`src/rtl/esfa_run_scheduler.sv`:
```
// Batch sequencer for repeated ESFA engine runs: drives doRun and tallies pass/fail/timeout counts and cycle totals.
// Optional ESFA_SCHED_MAXLAT_EN adds max_cycles, the largest run length seen in the current batch.
module esfa_run_scheduler #(
  parameter int NUM_RUNS = 16,
  parameter int CNT_W    = 8,
  parameter int CYC_W    = 32,
  parameter int TIMEOUT  = 40000,
  parameter int GAP      = 4
) (
  input  logic             clk,
  input  logic             reset,
  input  logic             start,
  input  logic             abort,
  output logic             doRun,
  input  logic             isRunning,
  input  logic             wasSuccessful,
  output logic             busy,
  output logic             done,
  output logic [CNT_W-1:0] pass_count,
  output logic [CNT_W-1:0] fail_count,
  output logic [CNT_W-1:0] timeout_count,
  output logic [CYC_W-1:0] last_cycles,
  output logic [CYC_W-1:0] total_cycles
`ifdef ESFA_SCHED_MAXLAT_EN
  ,
  output logic [CYC_W-1:0] max_cycles
`endif
);

  localparam int IDX_W = $clog2(NUM_RUNS + 1);
  localparam int GAP_W = $clog2(GAP + 1);
  localparam logic [CYC_W-1:0] TIMEOUT_C = CYC_W'(TIMEOUT);
  localparam logic [CYC_W-1:0] CYC_MAX   = '1;

  typedef enum logic [2:0] {
    S_IDLE, S_LAUNCH, S_RUN, S_SETTLE, S_GAP, S_DONE
  } state_t;

  state_t             state_reg, state_next;
  logic [CYC_W-1:0]   cyc_reg;
  logic [GAP_W-1:0]   gap_reg;
  logic [IDX_W-1:0]   idx_reg;
  logic               aborted_reg;
  logic [CYC_W-1:0]   last_reg, total_reg;

  logic               clear, cyc_inc, settle, timeout_ev, abort_ev, gap_leave;
  logic               timeout_hit;
  logic [IDX_W-1:0]   idx_inc;
  logic [CYC_W:0]     total_sum;

  assign timeout_hit = (TIMEOUT != 0) && (cyc_reg >= TIMEOUT_C);
  assign idx_inc     = idx_reg + IDX_W'(1);
  assign settle      = (state_reg == S_SETTLE);
  assign total_sum   = {1'b0, total_reg} + {1'b0, cyc_reg};

  // Completion (isRunning low in RUN) is checked before timeout so it wins a tie.
  always_comb begin
    state_next = state_reg;
    clear      = 1'b0;
    cyc_inc    = 1'b0;
    timeout_ev = 1'b0;
    abort_ev   = 1'b0;
    gap_leave  = 1'b0;
    case (state_reg)
      S_IDLE, S_DONE: begin
        if (start) begin
          state_next = S_LAUNCH;
          clear      = 1'b1;
        end
      end
      S_LAUNCH: begin
        if (abort) begin
          state_next = S_GAP;
          abort_ev   = 1'b1;
        end else if (timeout_hit) begin
          state_next = S_GAP;
          timeout_ev = 1'b1;
        end else begin
          cyc_inc = 1'b1;
          if (isRunning) state_next = S_RUN;
        end
      end
      S_RUN: begin
        if (abort) begin
          state_next = S_GAP;
          abort_ev   = 1'b1;
        end else if (!isRunning) begin
          state_next = S_SETTLE;
        end else if (timeout_hit) begin
          state_next = S_GAP;
          timeout_ev = 1'b1;
        end else begin
          cyc_inc = 1'b1;
        end
      end
      S_SETTLE: state_next = S_GAP;
      S_GAP: begin
        if (abort) begin
          state_next = S_DONE;
        end else if (gap_reg >= GAP_W'(GAP) && !isRunning) begin
          gap_leave  = 1'b1;
          state_next = (aborted_reg || idx_inc >= IDX_W'(NUM_RUNS)) ? S_DONE : S_LAUNCH;
        end
      end
      default: state_next = S_IDLE;
    endcase
  end

  always_ff @(posedge clk or negedge reset) begin
    if (!reset) begin
      state_reg   <= S_IDLE;
      cyc_reg     <= '0;
      gap_reg     <= '0;
      idx_reg     <= '0;
      aborted_reg <= 1'b0;
      last_reg    <= '0;
      total_reg   <= '0;
    end else begin
      state_reg <= state_next;
      if (state_next == S_LAUNCH && state_reg != S_LAUNCH)
        cyc_reg <= CYC_W'(1);
      else if (cyc_inc && cyc_reg != CYC_MAX)
        cyc_reg <= cyc_reg + CYC_W'(1);
      if (state_next == S_GAP && state_reg != S_GAP)
        gap_reg <= GAP_W'(1);
      else if (state_reg == S_GAP && gap_reg < GAP_W'(GAP))
        gap_reg <= gap_reg + GAP_W'(1);
      if (clear) begin
        idx_reg     <= '0;
        aborted_reg <= 1'b0;
        last_reg    <= '0;
        total_reg   <= '0;
      end else begin
        if (gap_leave) idx_reg <= idx_inc;
        if (abort_ev)  aborted_reg <= 1'b1;
        if (settle) begin
          last_reg  <= cyc_reg;
          total_reg <= total_sum[CYC_W] ? CYC_MAX : total_sum[CYC_W-1:0];
        end else if (timeout_ev) begin
          last_reg <= TIMEOUT_C;
        end
      end
    end
  end

  // Outcome tallies: [0] pass, [1] fail, [2] timeout; each saturates at all-ones.
  logic [2:0]         tally_inc;
  logic [3*CNT_W-1:0] tally_flat;
  assign tally_inc = {timeout_ev, settle & ~wasSuccessful, settle & wasSuccessful};

  for (genvar gi = 0; gi < 3; gi++) begin : g_tally
    logic [CNT_W-1:0] count_reg;
    always_ff @(posedge clk or negedge reset) begin
      if (!reset)
        count_reg <= '0;
      else if (clear)
        count_reg <= '0;
      else if (tally_inc[gi] && count_reg != {CNT_W{1'b1}})
        count_reg <= count_reg + CNT_W'(1);
    end
    assign tally_flat[gi*CNT_W +: CNT_W] = count_reg;
  end

  assign pass_count    = tally_flat[0*CNT_W +: CNT_W];
  assign fail_count    = tally_flat[1*CNT_W +: CNT_W];
  assign timeout_count = tally_flat[2*CNT_W +: CNT_W];
  assign last_cycles   = last_reg;
  assign total_cycles  = total_reg;
  assign doRun         = (state_reg == S_LAUNCH) || (state_reg == S_RUN);
  assign busy          = (state_reg == S_LAUNCH) || (state_reg == S_RUN) ||
                         (state_reg == S_SETTLE) || (state_reg == S_GAP);
  assign done          = (state_reg == S_DONE);

`ifdef ESFA_SCHED_MAXLAT_EN
  logic [CYC_W-1:0] max_reg;
  always_ff @(posedge clk or negedge reset) begin
    if (!reset)
      max_reg <= '0;
    else if (clear)
      max_reg <= '0;
    else if (settle && cyc_reg > max_reg)
      max_reg <= cyc_reg;
    else if (timeout_ev && TIMEOUT_C > max_reg)
      max_reg <= TIMEOUT_C;
  end
  assign max_cycles = max_reg;
`endif

endmodule

```
`config.mk`:
```
export PLATFORM = sky130hd
export DESIGN_NAME = esfa_run_scheduler
export DESIGN_NICKNAME = d
export VERILOG_FILES = /design/src/rtl/esfa_run_scheduler.sv
export SDC_FILE = /design/constraint.sdc
export NUM_CORES = 1
export LEC_CHECK = 0
export BUFFER_PORTS_ARGS = -buffer_cell sky130_fd_sc_hd__buf_4
export CELL_PAD_IN_SITES_DETAIL_PLACEMENT = 0
export CELL_PAD_IN_SITES_GLOBAL_PLACEMENT = 1
export CORE_UTILIZATION = 41
export CTS_CLUSTER_SIZE = 40
export DETAILED_ROUTE_END_ITERATION = 16
export HOLD_SLACK_MARGIN = 0.02
export PLACE_DENSITY_LB_ADDON = 0.08
export SETUP_SLACK_MARGIN = 0.5
export SLEW_MARGIN = 15
export SYNTH_ARGS = -nofsm -noshare
export SYNTH_HDL_FRONTEND = slang
export SYNTH_SLANG_ARGS = --single-unit
```
`constraint.sdc`:
```
create_clock -name clk -period 2.8 [get_ports clk]
set_input_delay 0.56 -clock clk [delete_from_list [all_inputs] [get_ports clk]]
set_output_delay 0.56 -clock clk [all_outputs]
set_load 0.03 [all_outputs]
```
**Word level (Yosys, flattened, before mapping)**

Index checks and enable logic that the tools add are counted.

- Word-level logic and storage cells: 110
- Output and inout port bits: 91
- Register bits after elaboration: 132
- Input bits: 6

- Add/subtract/negate cells: 7
- Reductions and logical operators: 25
- Equality and inequality tests: 13
- Magnitude comparators: 4
- Bitwise operators: 3
- Mux-type cells: 48

Operators with widths:

| cell | count |
|---|---|
| 32-bit two-way mux | 8 |
| 8-bit two-way mux | 6 |
| 3-bit two-way mux | 12 |
| 32-bit by 32-bit adder with 33-bit output | 1 |
| 32-bit by 1-bit adder with 32-bit output (second input constant) | 1 |
| 32-bit by 16-bit >= comparator with 1-bit output (second input constant) | 1 |
| 32-bit inequality test (second input constant) | 1 |
| 8-bit by 1-bit adder with 8-bit output (second input constant) | 3 |
| 8-bit inequality test (second input constant) | 3 |
| 1-bit two-way mux | 17 |
| 2-bit nonzero test | 8 |
| 3-bit one-hot mux with 5 select lines | 1 |
| 5-bit two-way mux | 2 |
| 3-bit equality test (second input constant) | 3 |
| 1-bit logical AND | 8 |
| 3-bit by 1-bit equality test with 1-bit output (second input constant) | 2 |
| 3-bit by 2-bit equality test with 1-bit output (second input constant) | 2 |
| 5-bit by 1-bit adder with 5-bit output (second input constant) | 1 |
| 5-bit >= comparator (second input constant) | 1 |
| 1-bit logical OR | 4 |
| 1-bit one-hot mux with 2 select lines | 2 |
| 2-bit OR reduction | 2 |
| 3-bit by 1-bit adder with 3-bit output (second input constant) | 1 |
| 3-bit >= comparator (second input constant) | 1 |
| other kinds (8) | 9 |

**Longest topological paths before layout**

Gate-level depths: netlist of run 1.

- Word-level depth: 10
- Gate-level depth with buffers: 12
- Mapped depth without buffers: 11

**Least setup slack after synthesis of run 1**

No wires, ideal clock.

- Kind: register to register
- From: register total_reg[0], in the netlist total_cycles[0]
- To: register total_reg[30], in the netlist total_cycles[30]
- Stages on the path, launching flop included: 12
- Required time: 2723 ps
- Setup slack: -105 ps
- Buffers on the path: 0
- Clock period less this slack: 2905 ps
- Library setup time: 77 ps
- Arrival: 2827 ps
- Cell sequence: dfrtp_1 -> ha_1 -> inv_1 -> fa_1 -> nor2b_1 -> o211ai_1 -> a21o_1 -> o32ai_1 -> o211ai_2 -> a21boi_2 -> mux2_2 -> a21oi_1

- Word-level cells in the longest chain between the ends: 4

Ends and longest elaborated chain:

| item | RTL line | text |
|---|---|---|
| start: declaration | 44 | `logic [CYC_W-1:0] last_reg, total_reg;` |
| start signal: assignment | 138 | `total_reg <= total_sum[CYC_W] ? CYC_MAX : total_sum[CYC_W-1:0];` |
| 32-bit by 32-bit adder with 33-bit output | 54 | `assign total_sum = {1'b0, total_reg} + {1'b0, cyc_reg};` |
| 32-bit two-way mux | 138 |  |
| 32-bit two-way mux | 136 | `if (settle) begin` |
| 32-bit two-way mux | 128 | `if (clear) begin` |

No other way between the ends. The select of a mux whose other input is x is not followed.
A chain may end at the register's enable or synchronous reset.

**Worst setup path after layout of run 1**

- From: register total_reg[0], in the netlist total_cycles[0]
- To: register total_reg[19], in the netlist total_cycles[19]

The elaborated chain is that of the path after synthesis.

==> results of run 1 <==
[cell usage in the layout (no fill, tap or decap), drive strengths merged, types with 4 or more instances in the layout]
master | netlist | final
clkbuf | 16 | 21
dfrtp | 132 | 132
nand3b | 5 | 5
or3 | 6 | 6
clkinv | 0 | 5
buf | 16 | 165
nand3 | 19 | 19
nor2 | 74 | 74
a21o | 14 | 14
nor2b | 21 | 21
ha | 39 | 39
a211o | 7 | 7
a31oi | 11 | 11
o21ai | 31 | 31
xnor2 | 26 | 26
and3 | 11 | 11
xor2 | 35 | 35
nand4 | 15 | 15
o211ai | 10 | 10
a22o | 27 | 27
a2111oi | 4 | 4
a21oi | 85 | 85
nor4 | 8 | 8
nand2b | 12 | 12
clkinvlp | 0 | 5
nor3 | 11 | 11
a211oi | 5 | 5
inv | 16 | 16
mux2i | 4 | 4
nand2 | 42 | 42
[per-stage QoR]
step | hold WS (ps) | setup slack (ps) | cells
4_1_cts | 98.71 | 95.13 | 1118
3_5_place_dp | 483.3 | 28.69 | 1071
5_1_grt | 112.2 | -10.97 | 1132
3_3_place_gp | 475.8 | 57.42 | 1071
2_1_floorplan | 264.4 | 191.5 | 740
6_report | 99.94 | 110.1 | 1132
[metal layers]
layer,GRT usage,vias up
li1,-,2996
met1,0.3162,3162
met2,0.3812,153
met3,0.05238,36
met4,0.09488,0
met5,0,-
[power by group]
part / internal, W / switching, W
logic: 0.00158 / 0.00234
clock network: 0.00140 / 0.000866
registers: 0.00222 / 0.000365
total: 0.00520 / 0.00357
[layout make-up]
cell class	instances	area share
clock inverters	13	0.01597
flip-flops and latches	132	0.3308
multi-input cells	560	0.4339
clock buffers	19	0.04317
inverters	16	0.005990
repair buffers	167	0.1421
well taps	225	0.02808
[final timing paths]
path / cells past startpoint / from / end / slack [ps]
min reg2reg: 2 / last_cycles[1] / last_cycles[1] / 490
min in group clk: 2 / abort / state_reg[1] / 370
max reg2reg: 10 / total_cycles[0] / total_cycles[19] / 110
max: 10 / total_cycles[0] / total_cycles[19] / 110
min: 1 / reset / total_cycles[9] / 100
max in group asynchronous: 2 / reset / total_cycles[29] / 2040
[what timing repair did]
item,4_1_cts,5_1_grt
pin swaps,26,26
gates resized for setup,47,50
endpoints found under the setup margin,69,96
endpoints found under the hold margin,0,0
cloned,4,1
setup buffers,11,13
[logic make-up after synthesis]
family                     synth area share
and+or+nand+nor                      0.1638
buffers and inverters               0.02822
adders and majority gates           0.06987
muxes                              0.007056
DFF                                  0.4543
AOI/OAI and AO/OA                    0.2032
xor gates and xnor gates            0.07348
==> results.py, run 1 <==
metrics = {
    "detailed_routing": {
        "drt-total-wl_um": 21070,
        "antenna_left": 0,
        "top_layer": "met4",
        "drc_errors": 0,
        "vias_per_cell": 5.607,
        "drt_iter0_drc": 448,
        "vias": 6347,
        "wl_met2_um": 10060,
        "route.met3.wl_um": 1067,
        "dr.pass1.iters": 5,
        "wire_per_inst_um": 18.62,
        "routedLengthMet1_um": 9432,
    },
    "timing": {
        "max_slew_margin": 0.5606,
        "setup_viol": 0,
        "worst_pin_slew_ps": 659.2,
        "layout_min_cycle_time_ps": 2690,
        "slew_violations": 0,
        "finalCritPeriodShare": 0.9607,
        "setup_tns_ps": 0,
        "rsz0062_at_grt": "yes",
        "max_freq_mhz": 371.8,
        "final_hold_viol_count": 0,
        "clock_skew_ps": 5.595,
    },
    "synthesis": {
        "synth_top_area_share": 0.4543,
        "ys_warn_count": 0,
        "synth-edff-count": 0,
        "synthCells": 740,
        "yosys-top-cells-count": "dfrtp_1, a21oi_1, nor2_1, nand2_1, ha_1",
        "synth.area.top_cells": "dfrtp_1, ha_1, a21oi_1, xor2_1, nor2_1",
        "yosysSeqAreaShare": 0.4543,
        "ys_types": 67,
        "syn_area_per_cell_um2": 9.825,
        "syn_nets": 786,
        "synth_most_common_cell": "dfrtp_1",
        "ys_ff_latch": 132,
        "synthArstFlopShare": 1.000,
        "synth.cell_area_mm2": 0.007271,
        "synth_flop_cell": "dfrtp_1",
        "synth_top_area_cell": "dfrtp_1",
    },
    "critical_path": {
        "path_cells": "ha_4 -> buf_4 -> a211oi_2 -> o21ai_2 -> a31o_4 -> a211o_1 -> a41o_1 -> o41ai_4 -> xor2_1 -> a21oi_2",
        "crit_path_max_incr_delay_ps": 430,
        "crit_required_ps": 3100,
        "path_buf_inv": 1,
        "crit_fanout": 5,
        "crit_family": "compound AO/OA/AOI/OAI gates",
        "crit_type": "reg2reg",
        "cp-start-kind": "flip-flop",
        "crit_path_end_kind": "flip-flop",
        "cp_data_arrival_time_ps": 2990,
        "slowest_stage": "dfrtp_2",
    },
    "floorplanning": {
        "die-area_mm2": 0.01827,
        "ioPinCount": 97,
        "fp.dieW_um": 135.2,
        "core_area_mm2": 0.01730,
        "core.rowCount": 48,
        "die_h_um": 135.2,
        "start_util": 0.4204,
    },
    "place": {
        "dpl_cell_area_mm2": 0.008695,
        "dp_hpwl_um": 13750,
        "port_buffers": 96,
        "gp_congestion": 0.8908,
    },
    "layout": {
        "multi_input_area_mm2": 0.004350,
        "post-route-cell-area_mm2": 0.01003,
        "syn2layout_area_growth_pct": 37.91,
        "drive_above_1_share": 0.3418,
        "num-fill-cells": 1495,
        "regArea_mm2": 0.003317,
        "fin_nets": 940,
        "antennaDiodeCount": 0,
        "utilization": 0.5797,
    },
    "run": {
        "drv_cap": 0,
    },
    "grt": {
        "grt_pass1_wl_um": 33570,
        "antenna_found_initial": 0,
        "grt_pass1_vias": 6175,
        "grt_use_total": 0.2393,
        "grt_overflow_total": 0,
        "grt_start_max_net_pins": 57,
    },
    "cts": {
        "cts_tree": "built",
        "cts_sinks": 132,
        "numCtsBuffers": 17,
        "cts-root-buf": "clkbuf_16",
        "clk_pin_slew_ps": 60,
        "cts_buffer_depth": 2,
        "cts_hold_buf": 0,
        "worstSkewPairLatency_ps": 420,
        "htreeDepth": 4,
    },
    "min_path": {
        "min_path_type": "in2async",
    },
    "power": {
        "p_leak_nw": 4.739,
        "power_w": 0.008766,
        "peakVddDrop_v": 0.0006629,
        "p_per_area_mw_per_mm2": 874.2,
    },
    "status": {
        "status": "finished, final reports clean",
    },
}
Note: power is estimated with default switching activity, not from simulation.
==> run 2, diff against run 1 <==
SETUP_SLACK_MARGIN = default   (was 0.5)
==> run 2 against run 1 <==
Compared with the run above: critical path depth grew 2; utilization fell by 3.3 points; power down 6.6%; non-clock buffer count is 5 lower; via count decreased by 1.9%; register-to-register slack got worse by 20 ps; sequential share of layout area rose by 1.9 points.
==> results.py, run 2 (synthesis results as in run 1) <==
metrics = {
    "power": {
        "p_leak_nw": 4.706,
        "p_per_area_mw_per_mm2": 866.3,
        "pwr-share-comb": 0.405,
        "peakVddDrop_v": 0.0006565,
        "p_switching_w": 0.003224,
        "p_clk_frac": 0.289,
        "seq_power_share": 0.306,
        "switching_share": 0.3938,
        "p_int_w": 0.004963,
    },
    "place": {
        "dp_hpwl_um": 13700,
        "port_buffers": 96,
        "dpl_cell_area_mm2": 0.008700,
        "gp_congestion": 0.8686,
    },
    "floorplanning": {
        "core.rowCount": 48,
        "ioPinCount": 97,
        "core_area_mm2": 0.01730,
        "die-area_mm2": 0.01827,
        "start_util": 0.4204,
        "fp.dieW_um": 135.2,
        "die_h_um": 135.2,
    },
    "critical_path": {
        "slowest_stage": "dfrtp_1",
        "crit_path_end_kind": "flip-flop",
        "crit_path_max_incr_delay_ps": 380,
        "path_cells": "ha_4 -> inv_2 -> fa_2 -> nor2b_2 -> o211ai_1 -> buf_4 -> a211oi_1 -> o21ai_0 -> nor2b_1 -> o21ai_0 -> xnor2_1 -> o211ai_1",
        "crit_required_ps": 3100,
        "cp_data_arrival_time_ps": 3010,
        "crit_fanout": 3,
        "crit_family": "compound AO/OA/AOI/OAI gates",
        "crit_type": "reg2reg",
        "cp-start-kind": "flip-flop",
        "path_buf_inv": 2,
    },
    "cts": {
        "cts_tree": "built",
        "clk_pin_slew_ps": 60,
        "numCtsBuffers": 17,
        "cts_buffer_depth": 2,
        "cts_sinks": 132,
        "cts-root-buf": "clkbuf_16",
        "cts_hold_buf": 0,
        "htreeDepth": 4,
        "worstSkewPairLatency_ps": 420,
    },
    "detailed_routing": {
        "dr.pass1.iters": 5,
        "vias": 6224,
        "wire_per_inst_um": 17.37,
        "antenna_left": 0,
        "vias_per_cell": 5.523,
        "drt_iter0_drc": 320,
        "drc_errors": 0,
        "drt-total-wl_um": 19580,
    },
    "grt": {
        "grt_pass1_wl_um": 32000,
        "antenna_found_initial": 0,
        "grt_pass1_vias": 6125,
        "grt_start_max_net_pins": 73,
        "grt_use_total": 0.2258,
        "grt_overflow_total": 0,
    },
    "layout": {
        "drive_above_1_share": 0.2550,
        "post-route-cell-area_mm2": 0.009450,
        "final_common_cell": "buf_4",
        "final_cell_mix": "buf_4, dfrtp_1, a21oi_1, nor2_1, nand2_1",
        "fin_nets": 935,
        "utilization": 0.5464,
        "syn2layout_area_growth_pct": 29.98,
        "antennaDiodeCount": 0,
    },
    "min_path": {
        "min_path_type": "in2async",
    },
    "timing": {
        "slew_violations": 0,
        "max_freq_mhz": 369.1,
        "final_hold_viol_count": 0,
        "layout_min_cycle_time_ps": 2709,
        "setup_viol": 0,
        "worst_pin_slew_ps": 712.0,
        "max_slew_margin": 0.5253,
        "finalCritPeriodShare": 0.9677,
        "clock_skew_ps": 9.826,
        "rsz0062_at_grt": "yes",
    },
    "status": {
        "status": "finished, final reports clean",
    },
    "run": {
        "drv_cap": 0,
    },
}
## run 2: changes by cell type in the layout (fill, tap and decap cells not counted), sizes merged
cell      before  now
clkbuf        21   18
clkinv         5    6
buf          165  162
inv           16   17
clkinvlp       5    3
bufinv         3    4
## run 2: final timing paths
kind | startpoint | endpoint | slack, ps | cells past startpoint
hold / removal | reset | total_cycles[9] | 150 | 1
setup reg to reg | cyc_reg[0] | total_cycles[18] | 90 | 12
max in group asynchronous | reset | cyc_reg[28] | 1980 | 2
min in group clk | abort | state_reg[1] | 350 | 2
setup / recovery | cyc_reg[0] | total_cycles[18] | 90 | 12
hold reg to reg | last_cycles[19] | last_cycles[19] | 500 | 1
## run 2: power by group through the flow
| stage | registers, W | logic (W) | clock network [W] |
|---|---|---|---|
| 2_1_floorplan | 0.00292 | 0.00156 | 0 |
| 3_3_place_gp | 0.00251 | 0.00323 | 0 |
| 3_5_place_dp | 0.00253 | 0.00327 | 0 |
| 4_1_cts | 0.00249 | 0.00329 | 0.00241 |
| 5_1_grt | 0.00255 | 0.00364 | 0.00250 |
| 6_report | 0.00250 | 0.00332 | 0.00236 |
## run 2: cell type report
class	count	area [um2]
timing repair buffer	162	1282
clock inverter	14	185.2
fill	1543	7846
clock buffer	18	429.2
sequential	132	3306
multi-input combinational	560	3906
tap	225	281.5
inverter	16	60.06
## run 2: per-layer routing
| metal | part of all wire | vias to the layer above | wire length [um] | GRT usage |
|---|---|---|---|---|
| li1 | - | 2993 | - | - |
| met1 | 0.47 | 3076 | 9157 | 0.3041 |
| met2 | 0.48 | 136 | 9397 | 0.3652 |
| met3 | 0.040 | 19 | 774 | 0.04564 |
| met4 | 0.013 | 0 | 250 | 0.06866 |
| met5 | 0 | - | 0 | 0 |
## run 2: stage by stage
stage               setup TNS [ps]  setup slack [ps]  instances  hold slack (ps)  total power [W]
floorplan                        0             31.35        740            264.4         0.004482
global placement            -9.389            -9.389       1093            485.2         0.005738
detailed placement          -109.2            -80.81       1093            482.6         0.005797
CTS                              0             32.13       1126            188.2         0.008195
global route                -275.0            -63.93       1127            215.7         0.008687
finish                           0             90.58       1127            153.0         0.008187
## run 2: timing repair
| item | in CTS | in global routing |
|---|---|---|
| gates resized for setup | 1 | 25 |
| pin swaps | 2 | 8 |
| buffers inserted | 1 | 1 |
| setup endpoints to repair | 3 | 32 |
| endpoints found under the hold margin | 0 | 0 |
==> run 3, diff against run 2 <==
CORE_UTILIZATION = 25   (was 41)
==> run 3 against run 2 <==
Compared with the run above: die area is 63% higher; sequential power hardly changed; clock skew is 0.85 ps lower; clock-buffer cell count is 3 higher; power is 0.26% lower; non-clock buffer count is 21 higher; via count is 0.66% higher; final area is 3.9% higher; largest power group unchanged.
==> results.py, run 3 (synthesis results as in run 1) <==
metrics = {
    "critical_path": {
        "crit_required_ps": 3130,
        "cp-start-kind": "flip-flop",
        "r2r_end": "total_cycles[0]",
        "crit_path_end_kind": "flip-flop",
        "r2r-start": "cyc_reg[0]",
        "slowest_stage": "dfrtp_1",
        "path_cells": "ha_4 -> inv_2 -> fa_2 -> nor2b_4 -> o211ai_1 -> a21o_1 -> o32ai_4 -> o211ai_2 -> a21boi_2 -> a31oi_4 -> buf_12 -> a21oi_1",
        "cp_data_arrival_time_ps": 3060,
        "crit_type": "reg2reg",
        "crit_fanout": 11,
        "rrSetupSlack_ps": 60,
        "cp-startpoint": "cyc_reg[0]",
        "ff2ff_path_depth": 12,
        "crit_path_end": "total_cycles[0]",
        "crit_path_max_incr_delay_ps": 390,
    },
    "place": {
        "gp_congestion": 0.8163,
        "dp_slack_ps": -89.25,
        "port_buffers": 96,
        "dp_hpwl_um": 16610,
        "dpl_cell_area_mm2": 0.009061,
    },
    "detailed_routing": {
        "vias_per_cell": 4.793,
        "drt-total-wl_um": 22580,
        "dr.pass1.iters": 4,
        "drt_iter0_drc": 192,
        "antenna_left": 0,
        "drc_errors": 0,
        "wire_per_inst_um": 17.28,
        "vias": 6265,
    },
    "timing": {
        "clock_skew_ps": 8.977,
        "layout_min_cycle_time_ps": 2736,
        "rsz0062_at_grt": "yes",
        "final_hold_viol_count": 0,
        "holdWs_ps": 76.66,
        "slew_violations": 0,
        "max_freq_mhz": 365.5,
        "fin_ws_ps": 64.17,
        "worst_pin_slew_ps": 524.9,
        "setup_viol": 0,
        "setup_tns_ps": 0,
        "finalCritPeriodShare": 0.9771,
        "max_slew_margin": 0.6501,
    },
    "min_path": {
        "min_path_type": "in2async",
    },
    "run": {
        "drv_cap": 0,
    },
    "grt": {
        "grt_use_total": 0.1520,
        "grt_pass1_vias": 6391,
        "grt_use_met3": 0.03496,
        "grt_pass1_wl_um": 35590,
        "grt_use_met1": 0.1889,
        "met2_usage": 0.2624,
        "grt_overflow_total": 0,
        "antenna_found_initial": 0,
        "grt_start_max_net_pins": 46,
        "grt_busiest_layer": "met2",
    },
    "cts": {
        "cts_buffer_depth": 2,
        "cts_hold_buf": 0,
        "cts_tree": "built",
        "cts_sinks": 132,
        "worstSkewPairLatency_ps": 420,
        "cts-root-buf": "clkbuf_16",
        "htreeDepth": 4,
        "clk_pin_slew_ps": 60,
        "numCtsBuffers": 17,
    },
    "floorplanning": {
        "start_util": 0.2540,
        "die-area_mm2": 0.02977,
        "core_area_mm2": 0.02863,
        "ioPinCount": 97,
        "fp.dieW_um": 172.5,
        "core.rowCount": 62,
        "die_h_um": 172.5,
    },
    "power": {
        "power_w": 0.008166,
        "p_per_area_mw_per_mm2": 831.3,
        "peakVddDrop_v": 0.0005412,
        "p_leak_nw": 4.790,
    },
    "layout": {
        "num-fill-cells": 2961,
        "fin_nets": 956,
        "final_cell_mix": "buf_4, dfrtp_1, nor2_1, a21oi_1, nand2_1",
        "antennaDiodeCount": 0,
        "syn2layout_area_growth_pct": 35.11,
        "final_common_cell": "buf_4",
        "drive_above_1_share": 0.2871,
        "post-route-cell-area_mm2": 0.009823,
    },
    "status": {
        "status": "finished, final reports clean",
    },
}
[run 3: changes by cell type in the layout (fill, tap and decap cells not counted), moves of 2 or more]
cell       change
a21oi_1       -15
a21oi_2       +14
buf_4         +19
bufinv_16      -3
clkbuf_1       +3
clkinv_2       +2
o21ai_0        -3
o21ai_1        +3
[run 3: what timing repair did]
action / CTS / global route
resized for setup: 2 / 46
pin swaps: 3 / 11
cloned: 0 / 1
buffers inserted: 0 / 2
setup endpoints to repair: 27 / 63
[run 3: worst max-delay path, delay by kind of cell, from the launching register on]
| family | cells | cell delay [ps] |
|---|---|---|
| AO/OA/AOI/OAI | 7 | 1390 |
| adder cells (fa/ha/maj) | 2 | 520 |
| buffers and inverters | 2 | 240 |
| flip-flops | 1 | 390 |
| AND/OR/NAND/NOR | 1 | 120 |
[run 3: power breakdown]
part / leakage, nW / internal [W] / switching (W)
combinational: 2.72 / 0.00139 / 0.00219
clock: 0.256 / 0.00121 / 0.000871
sequential: 1.82 / 0.00221 / 0.000295
[run 3: area by class of cell]
cell class / count / area, um2 / area share
Clock inverter: 11 / 87.58 / 0.008916
Sequential cell: 132 / 3304 / 0.3364
Timing Repair Buffer: 183 / 1470 / 0.1497
Inverter: 16 / 60.06 / 0.006114
Tap cell: 384 / 480.5 / 0.04891
Clock buffer: 21 / 440.4 / 0.04484
Multi-Input combinational cell: 560 / 3980 / 0.4052
[run 3: how the worst min path moves through the flow]
stage | start | to | cells past startpoint
2_1_floorplan | reset | aborted_reg | 0
3_3_place_gp | last_cycles[1] | last_cycles[1] | 2
3_5_place_dp | last_cycles[4] | last_cycles[4] | 1
4_1_cts | reset | cyc_reg[7] | 1
5_1_grt | reset | cyc_reg[7] | 1
6_report | reset | cyc_reg[7] | 1
[run 3: stage by stage]
step / util / std cells
CTS: 0.3353 / 1304
global route: 0.3432 / 1307
detailed placement: 0.3165 / 1272
floorplan: - / 740
finish: 0.3432 / 1307
global placement: 0.3165 / 1272
[run 3: layer usage]
metal	share of wire	wire (um)
met4	0.012	272
met5	0	0
met2	0.49	11070
met3	0.035	793
met1	0.46	10450
